### config.mk
export PLATFORM = sky130hd
export DESIGN_NAME = restador_serial
export DESIGN_NICKNAME = d
export VERILOG_FILES = /design/src/rtl/restador_serial.sv
export SDC_FILE = /design/constraint.sdc
export NUM_CORES = 1
export LEC_CHECK = 0
export BUFFER_PORTS_ARGS = -buffer_cell sky130_fd_sc_hd__clkbuf_2
export CORE_ASPECT_RATIO = 0.6
export CORE_MARGIN = 2
export CORE_UTILIZATION = 40
export DETAILED_ROUTE_END_ITERATION = 7
export GPL_TIMING_DRIVEN = 0
export SLEW_MARGIN = 10
export SYNTH_ARGS = -nofsm -noshare
export SYNTH_HDL_FRONTEND = slang
export SYNTH_SLANG_ARGS = --single-unit
### constraint.sdc
create_clock -name clk -period 2.8 [get_ports clk]
set_input_delay 0.42 -clock clk [delete_from_list [all_inputs] [get_ports clk]]
set_output_delay 0.42 -clock clk [all_outputs]
set_load 0.1 [all_outputs]
### src/rtl/restador_serial.sv
// restador_serial: bit-serial unsigned subtractor, LSB first.
// One full-subtract cell is reused over N cycles under a start/done handshake.
module restador_medio (
   input  logic a,
   input  logic b,
   output logic r,
   output logic bo
);
   assign r  = a ^ b;
   assign bo = ~a & b;
endmodule

module restador_serial #(
   parameter int N = 8
) (
   input  logic         clk,
   input  logic         rst,
   input  logic         inicio,
   input  logic [N-1:0] A,
   input  logic [N-1:0] B,
   output logic [N-1:0] D,
   output logic         AN,
   output logic         ocupado,
   output logic         listo
);
   localparam int CW = (N > 1) ? $clog2(N) : 1;
   localparam logic [CW-1:0] ULT = CW'(N - 1);

   typedef enum logic [1:0] {
      REPOSO = 2'd0,
      RESTA  = 2'd1,
      FIN    = 2'd2
   } estado_t;

   estado_t estado, estado_sig;

   logic [N-1:0]  sa, sb, sd, sd_sig;
   logic [CW-1:0] cnt;
   logic          br;
   logic          r1, b1, d, b2, borrow_sig;
   logic          cargar, desplazar, ultimo;

   // Full subtractor: two half-subtractor stages, borrows ORed.
   restador_medio u_etapa1 (
      .a  (sa[0]),
      .b  (sb[0]),
      .r  (r1),
      .bo (b1)
   );

   restador_medio u_etapa2 (
      .a  (r1),
      .b  (br),
      .r  (d),
      .bo (b2)
   );

   assign borrow_sig = b1 | b2;

   generate
      if (N == 1) begin : g_uno
         assign sd_sig = d;
      end else begin : g_n
         assign sd_sig = {d, sd[N-1:1]};
      end
   endgenerate

   always_comb begin
      estado_sig = estado;
      cargar     = 1'b0;
      desplazar  = 1'b0;
      ultimo     = 1'b0;
      unique case (estado)
         REPOSO: begin
            if (inicio) begin
               cargar     = 1'b1;
               estado_sig = RESTA;
            end
         end
         RESTA: begin
            desplazar = 1'b1;
            if (cnt == ULT) begin
               ultimo     = 1'b1;
               estado_sig = FIN;
            end
         end
         FIN: begin
            estado_sig = REPOSO;
         end
         default: begin
            estado_sig = REPOSO;
         end
      endcase
   end

   assign ocupado = (estado != REPOSO);
   assign listo   = (estado == FIN);

   always_ff @(posedge clk) begin
      if (rst) begin
         estado <= REPOSO;
      end else begin
         estado <= estado_sig;
      end
   end

   // D/AN only change on the last bit edge, so partial sums never leak out.
   always_ff @(posedge clk) begin
      if (rst) begin
         sa  <= '0;
         sb  <= '0;
         sd  <= '0;
         br  <= 1'b0;
         cnt <= '0;
         D   <= '0;
         AN  <= 1'b0;
      end else if (cargar) begin
         sa  <= A;
         sb  <= B;
         br  <= 1'b0;
         cnt <= '0;
      end else if (desplazar) begin
         sa  <= sa >> 1;
         sb  <= sb >> 1;
         sd  <= sd_sig;
         br  <= borrow_sig;
         cnt <= ultimo ? '0 : cnt + 1'b1;
         if (ultimo) begin
            D  <= sd_sig;
            AN <= borrow_sig;
         end
      end
   end
endmodule

Word-level counts from Yosys, hierarchy flattened
Index checks and enable logic that the tools add are counted.
{"block": "classes", "n_addsub": 1, "n_bitwise": 8, "eq_ne": 5, "n_reduce_logical": 7, "n_mux": 13}
{"operator": "8-bit two-way mux", "n": 4}
{"operator": "1-bit two-way mux", "n": 5}
{"operator": "2-bit two-way mux", "n": 2}
{"operator": "2-bit inequality test, second input constant", "n": 2}
{"operator": "2-bit one-hot mux with 2 select lines", "n": 1}
{"operator": "2-bit AND reduction", "n": 2}
{"operator": "2-bit nonzero test", "n": 2}
{"operator": "3-bit by 1-bit adder with 3-bit output, second input constant", "n": 1}
{"operator": "3-bit == test, second input constant", "n": 1}
{"operator": "3-bit two-way mux", "n": 1}
{"operator": "1-bit inverter", "n": 3}
{"operator": "3-bit AND reduction", "n": 1}
{"operator": "1-bit AND", "n": 2}
{"operator": "2-bit by 1-bit == test with 1-bit output, second input constant", "n": 1}
{"operator": "2-bit == test, second input constant", "n": 1}
{"operator": "2-bit logical NOT", "n": 1}
{"operator": "2-bit OR reduction", "n": 1}
{"operator": "1-bit XOR", "n": 2}
{"operator": "1-bit OR", "n": 1}
{"block": "totals", "word_cells": 42, "output_inout_bits": 11, "inputBits": 19, "register_bits": 39}

Longest topological paths before layout
Gate-level depths: netlist of the first run.
{"block": "depth", "word_depth": 4, "depth_mapped": 6, "depth_no_buf": 5}

Modules after synthesis
From an unflattened synthesis of the first run, not the netlist that was laid out.
{"block": "hier_totals", "cells_unflattened": 195, "area_unflattened_um2": 1646.6}
{"mod": "restador_serial", "seq_area_each_um2": 760.7, "instances": 1, "area_per_inst_um2": 1606.5, "cells_per_inst": 189}
{"mod": "restador_medio", "seq_area_each_um2": 0.0, "instances": 2, "area_per_inst_um2": 20.0, "cells_per_inst": 3}

Worst setup path before layout of the first run
Ideal clock, no wire load.
{"block": "synth_path", "kind": "register -> output", "startpoint": "register estado[1]", "endpoint": "output listo", "t_arrival_ns": 1.805, "n_path_buf": 1, "path_stages_with_launch": 3, "slack_ns": 0.575, "required_time_ns": 2.380, "path_cell_list": "dfxtp_1 buf_6 nor2b_1"}
{"block": "synth_via", "elab_chain_len": 1}
{"element": "start: declaration", "line_no": "35", "source": "estado_t estado, estado_sig;"}
{"element": "start signal: assignment", "line_no": "103", "source": "estado <= estado_sig;"}
{"element": "2-bit == test", "line_no": "97", "source": "assign listo = (estado == FIN);"}
{"element": "end: declaration", "line_no": "24", "source": "output logic listo"}
Every way passes these cells.

Worst setup path after layout of the first run
{"block": "layout_path", "startpoint": "register estado[1]", "endpoint": "output ocupado"}
{"block": "layout_via", "elab_chain_len": 1}
{"element": "2-bit nonzero test", "line_no": "96", "source": "assign ocupado = (estado != REPOSO);"}
{"element": "end: declaration", "line_no": "23", "source": "output logic ocupado,"}
Every way passes these cells.

==> impl_metrics.xml, run 1 <==
<?xml version="1.0" encoding="UTF-8"?>
<metrics>
  <group name="cts">
    <metric name="cts_bufs_inserted" unit="">5</metric>
    <metric name="h-tree-depth" unit="">2</metric>
    <metric name="ctsResizeCount" unit="">0</metric>
    <metric name="hold_buffers" unit="">0</metric>
    <metric name="tritoncts" unit="">yes</metric>
    <metric name="post_cts.repair.setup_buffers" unit="">0</metric>
    <metric name="clk_path_buf_depth" unit="">2</metric>
    <metric name="clock_latency" unit="ns">0.29</metric>
    <metric name="cts.sink_count" unit="">38</metric>
    <metric name="cts_root_buffer" unit="">sky130_fd_sc_hd__clkbuf_8</metric>
    <metric name="clkTransAtPathRegs" unit="ns">0.07</metric>
  </group>
  <group name="logic_synthesis">
    <metric name="share_of_synthesized_cell_area_in_and_or_nand_and_nor_gates" unit="%">23.3</metric>
    <metric name="synth.area.mux_share" unit="%">0.614</metric>
    <metric name="synth_compound_gate_area_share" unit="%">20.1</metric>
    <metric name="synth-async-reset-ratio" unit="%">0</metric>
    <metric name="post_synth_xor_area_fraction" unit="%">0</metric>
    <metric name="synth_fa_ha_area_share" unit="%">2.76</metric>
    <metric name="ys.warnings.count" unit="">0</metric>
    <metric name="synthesis.area" unit="sq um">1630</metric>
    <metric name="synth_seq_area_share" unit="%">46.7</metric>
    <metric name="synth.ff_latch_count" unit="">38</metric>
    <metric name="synthDistinctLibCells" unit="">29</metric>
    <metric name="synth_top_flop_cell" unit="">sky130_fd_sc_hd__dfxtp_1</metric>
    <metric name="post_synth_edffs" unit="">0</metric>
    <metric name="netlist_instances" unit="">191</metric>
    <metric name="largest_family_of_logic_cells_by_synthesized_area" unit="">simple AND/OR/NAND/NOR gates</metric>
    <metric name="synthesis.nets" unit="">213</metric>
    <metric name="synth.avg_cell_area" unit="sq um">8.54</metric>
  </group>
  <group name="layout">
    <metric name="utilization" unit="%">50.5</metric>
    <metric name="fin_nets" unit="">248</metric>
    <metric name="layout-area-overhead-vs-synth" unit="%">17.3</metric>
    <metric name="insertedDiodeCount" unit="">0</metric>
    <metric name="finish.cell_count_without_fillers" unit="">272</metric>
    <metric name="drive_above_1_share" unit="%">24.4</metric>
  </group>
  <group name="hold_path">
    <metric name="hold_path_class" unit="">input port to flop</metric>
  </group>
  <group name="place">
    <metric name="buffer_ports.inserted" unit="">28</metric>
    <metric name="dp.final_hpwl" unit="um">2450</metric>
    <metric name="dpl.cell_count" unit="">266</metric>
    <metric name="gpl.final_weighted_congestion" unit="">0.776</metric>
  </group>
  <group name="setup_path">
    <metric name="critical-path-slowest-cell" unit="">sky130_fd_sc_hd__clkbuf_2</metric>
    <metric name="worst_ep_required_time" unit="ns">2.38</metric>
    <metric name="crit_path_max_incr_delay" unit="ns">0.37</metric>
    <metric name="start_kind" unit="">flop</metric>
    <metric name="crit_path_end_kind" unit="">primary output</metric>
    <metric name="critical_path_peak_fanout" unit="">10</metric>
    <metric name="timing.setup.critical_path_class" unit="">flop to primary output</metric>
    <metric name="timing.critical_path.arrival" unit="ns">1.43</metric>
    <metric name="crit_chain" unit="">buf_6 -&gt; or2_2 -&gt; clkbuf_2</metric>
  </group>
  <group name="timing">
    <metric name="worst_pin_slew" unit="ns">0.541</metric>
    <metric name="final.setup.tns" unit="ns">0</metric>
    <metric name="period_needed" unit="ns">1.85</metric>
    <metric name="finalClockSkew" unit="ns">0.00378</metric>
    <metric name="report.final.setup_viol" unit="">0</metric>
    <metric name="drv_slew" unit="">0</metric>
    <metric name="final_report_hold_violation_count" unit="">0</metric>
    <metric name="grt_setup_unrepaired" unit="">no</metric>
    <metric name="clock.fmax" unit="GHz">0.540</metric>
    <metric name="timing.slew.headroom" unit="%">64.0</metric>
    <metric name="final_min_period_over_clock_period" unit="%">66.1</metric>
  </group>
  <group name="global_route">
    <metric name="grt_pass1_wl" unit="um">5690</metric>
    <metric name="grt_antenna_before_repair" unit="">0</metric>
    <metric name="congestion_overflow_gr" unit="">0</metric>
    <metric name="globalRouteTotalUtil" unit="%">16.6</metric>
    <metric name="first_global_vias" unit="">1208</metric>
    <metric name="grt_max_degree" unit="">11</metric>
  </group>
  <group name="drt">
    <metric name="drtAntennaViolNets" unit="">0</metric>
    <metric name="via_count" unit="">1327</metric>
    <metric name="drt_iter0_markers" unit="">76</metric>
    <metric name="aggregate_routed_wire_length" unit="um">3430</metric>
    <metric name="drc" unit="">0</metric>
    <metric name="via_per_inst" unit="">4.88</metric>
    <metric name="drt_pass1_iterations" unit="">4</metric>
    <metric name="avgRoutedWirePerCell" unit="um">12.6</metric>
  </group>
  <group name="power">
    <metric name="clock_power_share" unit="%">33.8</metric>
    <metric name="power.share.sequential" unit="%">52.7</metric>
    <metric name="cell_internal_power" unit="uW">817</metric>
    <metric name="leakage_power" unit="uW">0.000741</metric>
    <metric name="power-per-cell-area" unit="nW/um^2">576</metric>
    <metric name="total_switching_power" unit="uW">284</metric>
    <metric name="vdd_ir_drop_max" unit="mV">0.239</metric>
    <metric name="combinationalPowerShare" unit="%">13.5</metric>
    <metric name="netSwitchingFraction" unit="%">25.8</metric>
  </group>
  <group name="floorplan">
    <metric name="start_util" unit="%">43.1</metric>
    <metric name="die_width" unit="um">86.4</metric>
    <metric name="die_area" unit="sq um">4620</metric>
    <metric name="design.portCount" unit="">30</metric>
    <metric name="dieHeight" unit="um">53.5</metric>
    <metric name="core" unit="sq um">3790</metric>
    <metric name="core.rowCount" unit="">17</metric>
  </group>
  <group name="flow_run">
    <metric name="max_cap_viol_count" unit="">0</metric>
  </group>
  <group name="run_status">
    <metric name="outcome" unit="">completed</metric>
  </group>
</metrics>
==> routing by layer <==
layer | track usage (%) | up-vias | wire, um
met5 | 0 | - | 0
met2 | 22.4 | 36 | 1270
li1 | - | 721 | -
met3 | 4.21 | 5 | 149
met4 | 8.59 | 0 | 55
met1 | 24.0 | 565 | 1960
==> power groups by stage <==
stage	combinational (uW)	sequential [uW]	clock, uW
6_report	148	580	372
5_1_grt	167	583	403
4_1_cts	150	580	385
3_5_place_dp	149	592	0
3_3_place_gp	150	592	0
2_1_floorplan	113	589	0
==> flip-flops by register name, summed over array words and instances (netlist names) <==
signal  cells
estado      2
sb          8
sd          7
br          1
sa          8
D           8
cnt         3
AN          1
==> critical path: cells and delay by family, from the launching register on <==
kind,cells,cell delay (ns)
simple gates,1,0.29
flops,1,0.34
buf+inv,2,0.52
==> cell type report <==
| type | count | area (sq um) |
|---|---|---|
| sequential | 38 | 761 |
| tap | 47 | 58.8 |
| multi-input combinational | 135 | 762 |
| fill | 383 | 1870 |
| inverter | 2 | 7.51 |
| buffer | 16 | 100 |
| timing repair buffer | 28 | 140 |
| clock buffer | 6 | 82.6 |
==> cells in the mapped netlist (3+ instances only) <==
master / count / area, sq um
sky130_fd_sc_hd__nand3_1: 10 / 50.1
sky130_fd_sc_hd__a21oi_1: 33 / 165
sky130_fd_sc_hd__nand2_1: 37 / 139
sky130_fd_sc_hd__buf_2: 5 / 25.0
sky130_fd_sc_hd__a211oi_1: 7 / 52.6
sky130_fd_sc_hd__buf_6: 4 / 45.0
sky130_fd_sc_hd__a211oi_2: 6 / 75.1
sky130_fd_sc_hd__dfxtp_1: 38 / 761
sky130_fd_sc_hd__nor3_1: 4 / 20.0
sky130_fd_sc_hd__nand2b_1: 3 / 18.8
sky130_fd_sc_hd__nor2_1: 17 / 63.8
sky130_fd_sc_hd__clkbuf_1: 6 / 22.5
==> path summary, 6_finish.rpt <==
check / to / slack, ns / from / cells after the start
setup / recovery: ocupado / 0.95 / estado[1] / 3
hold / removal: sa[7] / 0.36 / A[7] / 3
setup reg to reg: D[5] / 1.27 / cnt[0] / 5
hold reg to reg: D[7] / 0.45 / D[7] / 2
==> logic make-up (layout without fill, tap and decap cells) <==
kind of cell | count (synthesis) | count (layout)
AO/OA/AOI/OAI | 50 | 50
multiplexers | 1 | 1
adder cells (fa/ha/maj) | 3 | 3
AND/OR/NAND/NOR | 81 | 81
buffers and inverters | 18 | 52
flip-flops | 38 | 38
==> per-stage QoR <==
stage               instance area (sq um)  hold WS (ns)  setup slack [ns]  total power [uW]
floorplan                            1630         0.437             0.575               701
global placement                     1830         0.446              1.17               741
detailed placement                   1830         0.450              1.16               741
CTS                                  1910         0.351             0.940              1120
global route                         1910         0.369             0.904              1150
finish                               1910         0.356             0.950              1100
==> cells in the final DEF (no fill, tap or decap) <==
master and n:
sky130_fd_sc_hd__nand2_1 37, sky130_fd_sc_hd__or2_2 1, sky130_fd_sc_hd__fa_1 1, sky130_fd_sc_hd__or3b_2 2
sky130_fd_sc_hd__nor2_1 17, sky130_fd_sc_hd__nor2b_1 2, sky130_fd_sc_hd__inv_1 2, sky130_fd_sc_hd__o21ba_2 1
sky130_fd_sc_hd__nand2b_1 3, sky130_fd_sc_hd__nand3_1 10, sky130_fd_sc_hd__nor3b_4 1, sky130_fd_sc_hd__ha_1 2
sky130_fd_sc_hd__clkbuf_8 6, sky130_fd_sc_hd__nand3b_1 1, sky130_fd_sc_hd__buf_2 5, sky130_fd_sc_hd__a211oi_1 7
sky130_fd_sc_hd__a2111oi_0 1, sky130_fd_sc_hd__mux2i_1 1, sky130_fd_sc_hd__dfxtp_1 38, sky130_fd_sc_hd__buf_6 4
sky130_fd_sc_hd__o21a_1 1, sky130_fd_sc_hd__clkbuf_2 28, sky130_fd_sc_hd__or3b_1 1, sky130_fd_sc_hd__buf_4 1
sky130_fd_sc_hd__nor4bb_1 1, sky130_fd_sc_hd__or3_1 1, sky130_fd_sc_hd__a211oi_2 6, sky130_fd_sc_hd__nor3_1 4
sky130_fd_sc_hd__clkbuf_1 6, sky130_fd_sc_hd__a21oi_1 33, sky130_fd_sc_hd__a311oi_1 1
Note: power is estimated with default switching activity, not from simulation.
==> run 2, diff against run 1 <==
- ABC_AREA: default -> 1
- clock period: 2.8 -> 1.8 ns (I/O delays scaled with it)
==> impl_metrics.xml, run 2 <==
<?xml version="1.0" encoding="UTF-8"?>
<metrics>
  <group name="logic_synthesis">
    <metric name="synthMostInstantiatedCell" unit="">sky130_fd_sc_hd__nand2_1</metric>
    <metric name="post_synth_edffs" unit="">0</metric>
    <metric name="synth_largest_type_area_fraction" unit="%">43.7</metric>
    <metric name="synth_largest_area_cell" unit="">sky130_fd_sc_hd__dfxtp_1</metric>
    <metric name="synth_seq_area_share" unit="%">43.7</metric>
    <metric name="synthTopCellsByArea" unit="">sky130_fd_sc_hd__dfxtp_1, sky130_fd_sc_hd__nand2_1, sky130_fd_sc_hd__nand3_1</metric>
    <metric name="ys.warnings.count" unit="">0</metric>
    <metric name="synthesis.area" unit="sq um">1740</metric>
    <metric name="synthesis.nets" unit="">258</metric>
    <metric name="synth.avg_cell_area" unit="sq um">7.37</metric>
    <metric name="synthDistinctLibCells" unit="">22</metric>
    <metric name="synth-async-reset-ratio" unit="%">0</metric>
    <metric name="synth.ff_latch_count" unit="">38</metric>
    <metric name="post_synth_most_frequent_cells" unit="">sky130_fd_sc_hd__nand2_1, sky130_fd_sc_hd__dfxtp_1, sky130_fd_sc_hd__nand3_1</metric>
    <metric name="synth_top_flop_cell" unit="">sky130_fd_sc_hd__dfxtp_1</metric>
    <metric name="netlist_instances" unit="">236</metric>
  </group>
  <group name="drt">
    <metric name="drt_pass1_iterations" unit="">4</metric>
    <metric name="drc" unit="">0</metric>
    <metric name="via_count" unit="">1531</metric>
    <metric name="drt_iter0_markers" unit="">96</metric>
    <metric name="drtAntennaViolNets" unit="">0</metric>
    <metric name="via_per_inst" unit="">4.63</metric>
    <metric name="aggregate_routed_wire_length" unit="um">3590</metric>
    <metric name="avgRoutedWirePerCell" unit="um">10.8</metric>
  </group>
  <group name="run_status">
    <metric name="outcome" unit="">completed</metric>
  </group>
  <group name="power">
    <metric name="leakage_power" unit="uW">0.00101</metric>
    <metric name="power-per-cell-area" unit="nW/um^2">980</metric>
    <metric name="vdd_ir_drop_max" unit="mV">0.390</metric>
    <metric name="power" unit="uW">2060</metric>
  </group>
  <group name="setup_path">
    <metric name="crit_path_end_kind" unit="">primary output</metric>
    <metric name="crit_path_max_incr_delay" unit="ns">0.43</metric>
    <metric name="worst_ep_required_time" unit="ns">1.53</metric>
    <metric name="critPathBufInv" unit="">3</metric>
    <metric name="critical-path-slowest-cell" unit="">sky130_fd_sc_hd__dfxtp_1</metric>
    <metric name="timing.setup.critical_path_class" unit="">flop to primary output</metric>
    <metric name="critical_path_peak_fanout" unit="">10</metric>
    <metric name="crit_chain" unit="">inv_2 -&gt; buf_4 -&gt; nor2_2 -&gt; clkbuf_4</metric>
    <metric name="timing.critical_path.arrival" unit="ns">1.45</metric>
    <metric name="start_kind" unit="">flop</metric>
    <metric name="critical_path.top_delay_family" unit="">buffers and inverters</metric>
  </group>
  <group name="floorplan">
    <metric name="core" unit="sq um">4140</metric>
    <metric name="die_width" unit="um">89.2</metric>
    <metric name="design.portCount" unit="">30</metric>
    <metric name="die_area" unit="sq um">4910</metric>
    <metric name="core.rowCount" unit="">18</metric>
    <metric name="start_util" unit="%">42.0</metric>
    <metric name="dieHeight" unit="um">55.1</metric>
  </group>
  <group name="timing">
    <metric name="finalClockSkew" unit="ns">0.00338</metric>
    <metric name="grt_setup_unrepaired" unit="">no</metric>
    <metric name="period_needed" unit="ns">1.72</metric>
    <metric name="whs" unit="ns">0.205</metric>
    <metric name="report.final.setup_viol" unit="">0</metric>
    <metric name="final_report_hold_violation_count" unit="">0</metric>
    <metric name="final.setup.tns" unit="ns">0</metric>
    <metric name="worst_pin_slew" unit="ns">0.584</metric>
    <metric name="drv_slew" unit="">0</metric>
    <metric name="final_min_period_over_clock_period" unit="%">95.3</metric>
    <metric name="timing.slew.headroom" unit="%">61.1</metric>
    <metric name="setup_ws" unit="ns">0.0848</metric>
    <metric name="clock.fmax" unit="GHz">0.583</metric>
  </group>
  <group name="hold_path">
    <metric name="hold_path_class" unit="">input port to flop</metric>
  </group>
  <group name="place">
    <metric name="gpl.final_weighted_congestion" unit="">0.769</metric>
    <metric name="dpl_worst_slack" unit="ns">0.215</metric>
    <metric name="buffer_ports.inserted" unit="">27</metric>
    <metric name="dp.final_hpwl" unit="um">2600</metric>
    <metric name="placement.cell_area" unit="sq um">1950</metric>
  </group>
  <group name="global_route">
    <metric name="grt_pass1_wl" unit="um">6190</metric>
    <metric name="globalRouteTotalUtil" unit="%">16.9</metric>
    <metric name="grt_antenna_before_repair" unit="">0</metric>
    <metric name="first_global_vias" unit="">1356</metric>
    <metric name="grt_max_degree" unit="">13</metric>
    <metric name="congestion_overflow_gr" unit="">0</metric>
  </group>
  <group name="cts">
    <metric name="cts_bufs_inserted" unit="">5</metric>
    <metric name="clkTransAtPathRegs" unit="ns">0.08</metric>
    <metric name="clock_latency" unit="ns">0.29</metric>
    <metric name="post_cts.repair.setup_buffers" unit="">0</metric>
    <metric name="hold_buffers" unit="">0</metric>
    <metric name="cts.sink_count" unit="">38</metric>
    <metric name="cts_root_buffer" unit="">sky130_fd_sc_hd__clkbuf_8</metric>
    <metric name="h-tree-depth" unit="">2</metric>
    <metric name="tritoncts" unit="">yes</metric>
    <metric name="clk_path_buf_depth" unit="">2</metric>
  </group>
  <group name="layout">
    <metric name="mostFrequentLayoutCell" unit="">sky130_fd_sc_hd__nand2_1</metric>
    <metric name="fin_nets" unit="">292</metric>
    <metric name="layout-area-overhead-vs-synth" unit="%">20.8</metric>
    <metric name="sequential_cell_area" unit="sq um">761</metric>
    <metric name="nFillCells" unit="">453</metric>
    <metric name="drive_above_1_share" unit="%">24.0</metric>
    <metric name="layout_top_registers" unit="">D x8, sa x8, sb x8</metric>
    <metric name="area_of_the_multi_input_gates" unit="sq um">791</metric>
    <metric name="final_area" unit="sq um">2100</metric>
    <metric name="final_cell_mix" unit="">sky130_fd_sc_hd__nand2_1, sky130_fd_sc_hd__dfxtp_1, sky130_fd_sc_hd__nand3_1</metric>
    <metric name="insertedDiodeCount" unit="">0</metric>
  </group>
  <group name="flow_run">
    <metric name="max_cap_viol_count" unit="">0</metric>
  </group>
</metrics>
run 2: changes by cell type in the layout (fill, tap and decap cells not counted), moves of 5 or more:
cell,before,now
sky130_fd_sc_hd__nand2_1,37,58
sky130_fd_sc_hd__o21ai_1,0,5
sky130_fd_sc_hd__a211oi_2,6,0
sky130_fd_sc_hd__clkbuf_1,6,1
sky130_fd_sc_hd__inv_1,2,23
sky130_fd_sc_hd__a21oi_1,33,14
sky130_fd_sc_hd__o21ai_0,0,10
sky130_fd_sc_hd__nand3_1,10,33
sky130_fd_sc_hd__a21oi_2,0,7
sky130_fd_sc_hd__a211oi_1,7,0
run 2: final cells by class:
class | count | area share (%)
plain buffers | 13 | 4.40
clock buffers | 6 | 3.93
clock inverters | 2 | 2.86
inverters | 27 | 4.82
multi-input cells | 158 | 37.6
flip-flops and latches | 38 | 36.2
well taps | 60 | 3.57
repair buffers | 27 | 6.66
run 2: per-layer routing:
| metal | GRT usage [%] | part of all wire, % |
|---|---|---|
| met1 | 24.5 | 55 |
| met2 | 24.2 | 39 |
| met3 | 5.04 | 5.1 |
| met4 | 4.48 | 0.70 |
| met5 | 0 | 0 |
run 2: final timing paths:
path | endpoint | startpoint | cells after the start | slack, ns
max | listo | estado[1] | 4 | 0.08
min reg2reg | sb[7] | sb[7] | 2 | 0.47
max reg2reg | D[7] | cnt[0] | 8 | 0.48
min | sb[7] | B[7] | 3 | 0.21
run 2: metrics by stage:
step | utilization, % | cells
floorplan | - | 236
global placement | 47.1 | 323
detailed placement | 47.1 | 323
CTS | 50.8 | 331
global route | 50.8 | 331
finish | 50.8 | 331
run 2: timing repair:
action,in CTS,in global routing
endpoints found under the setup margin,2,1
gates resized for setup,3,1
pin swaps,0,0
run 2: kinds of logic after synthesis:
group,Yosys count,synth area share (%)
AND/OR/NAND/NOR,118,29.9
adder cells (fa/ha/maj),3,2.59
AO/OA/AOI/OAI,37,12.8
buffers and inverters,40,11.0
flip-flops,38,43.7
run 2: worst min-delay path: stages:
cell	delay, ns
sky130_fd_sc_hd__clkbuf_2	0.08
sky130_fd_sc_hd__nand2_1	0.05
sky130_fd_sc_hd__a21oi_1	0.05
run 2: report_power, final:
group / internal [uW] / total (uW) / switching [uW] / leakage (uW)
sequential: 886 / 909 / 23.6 / 0.000311
combinational: 98.0 / 258 / 160 / 0.000632
clock: 591 / 894 / 303 / 0.0000714
total: 1580 / 2060 / 486 / 0.00101
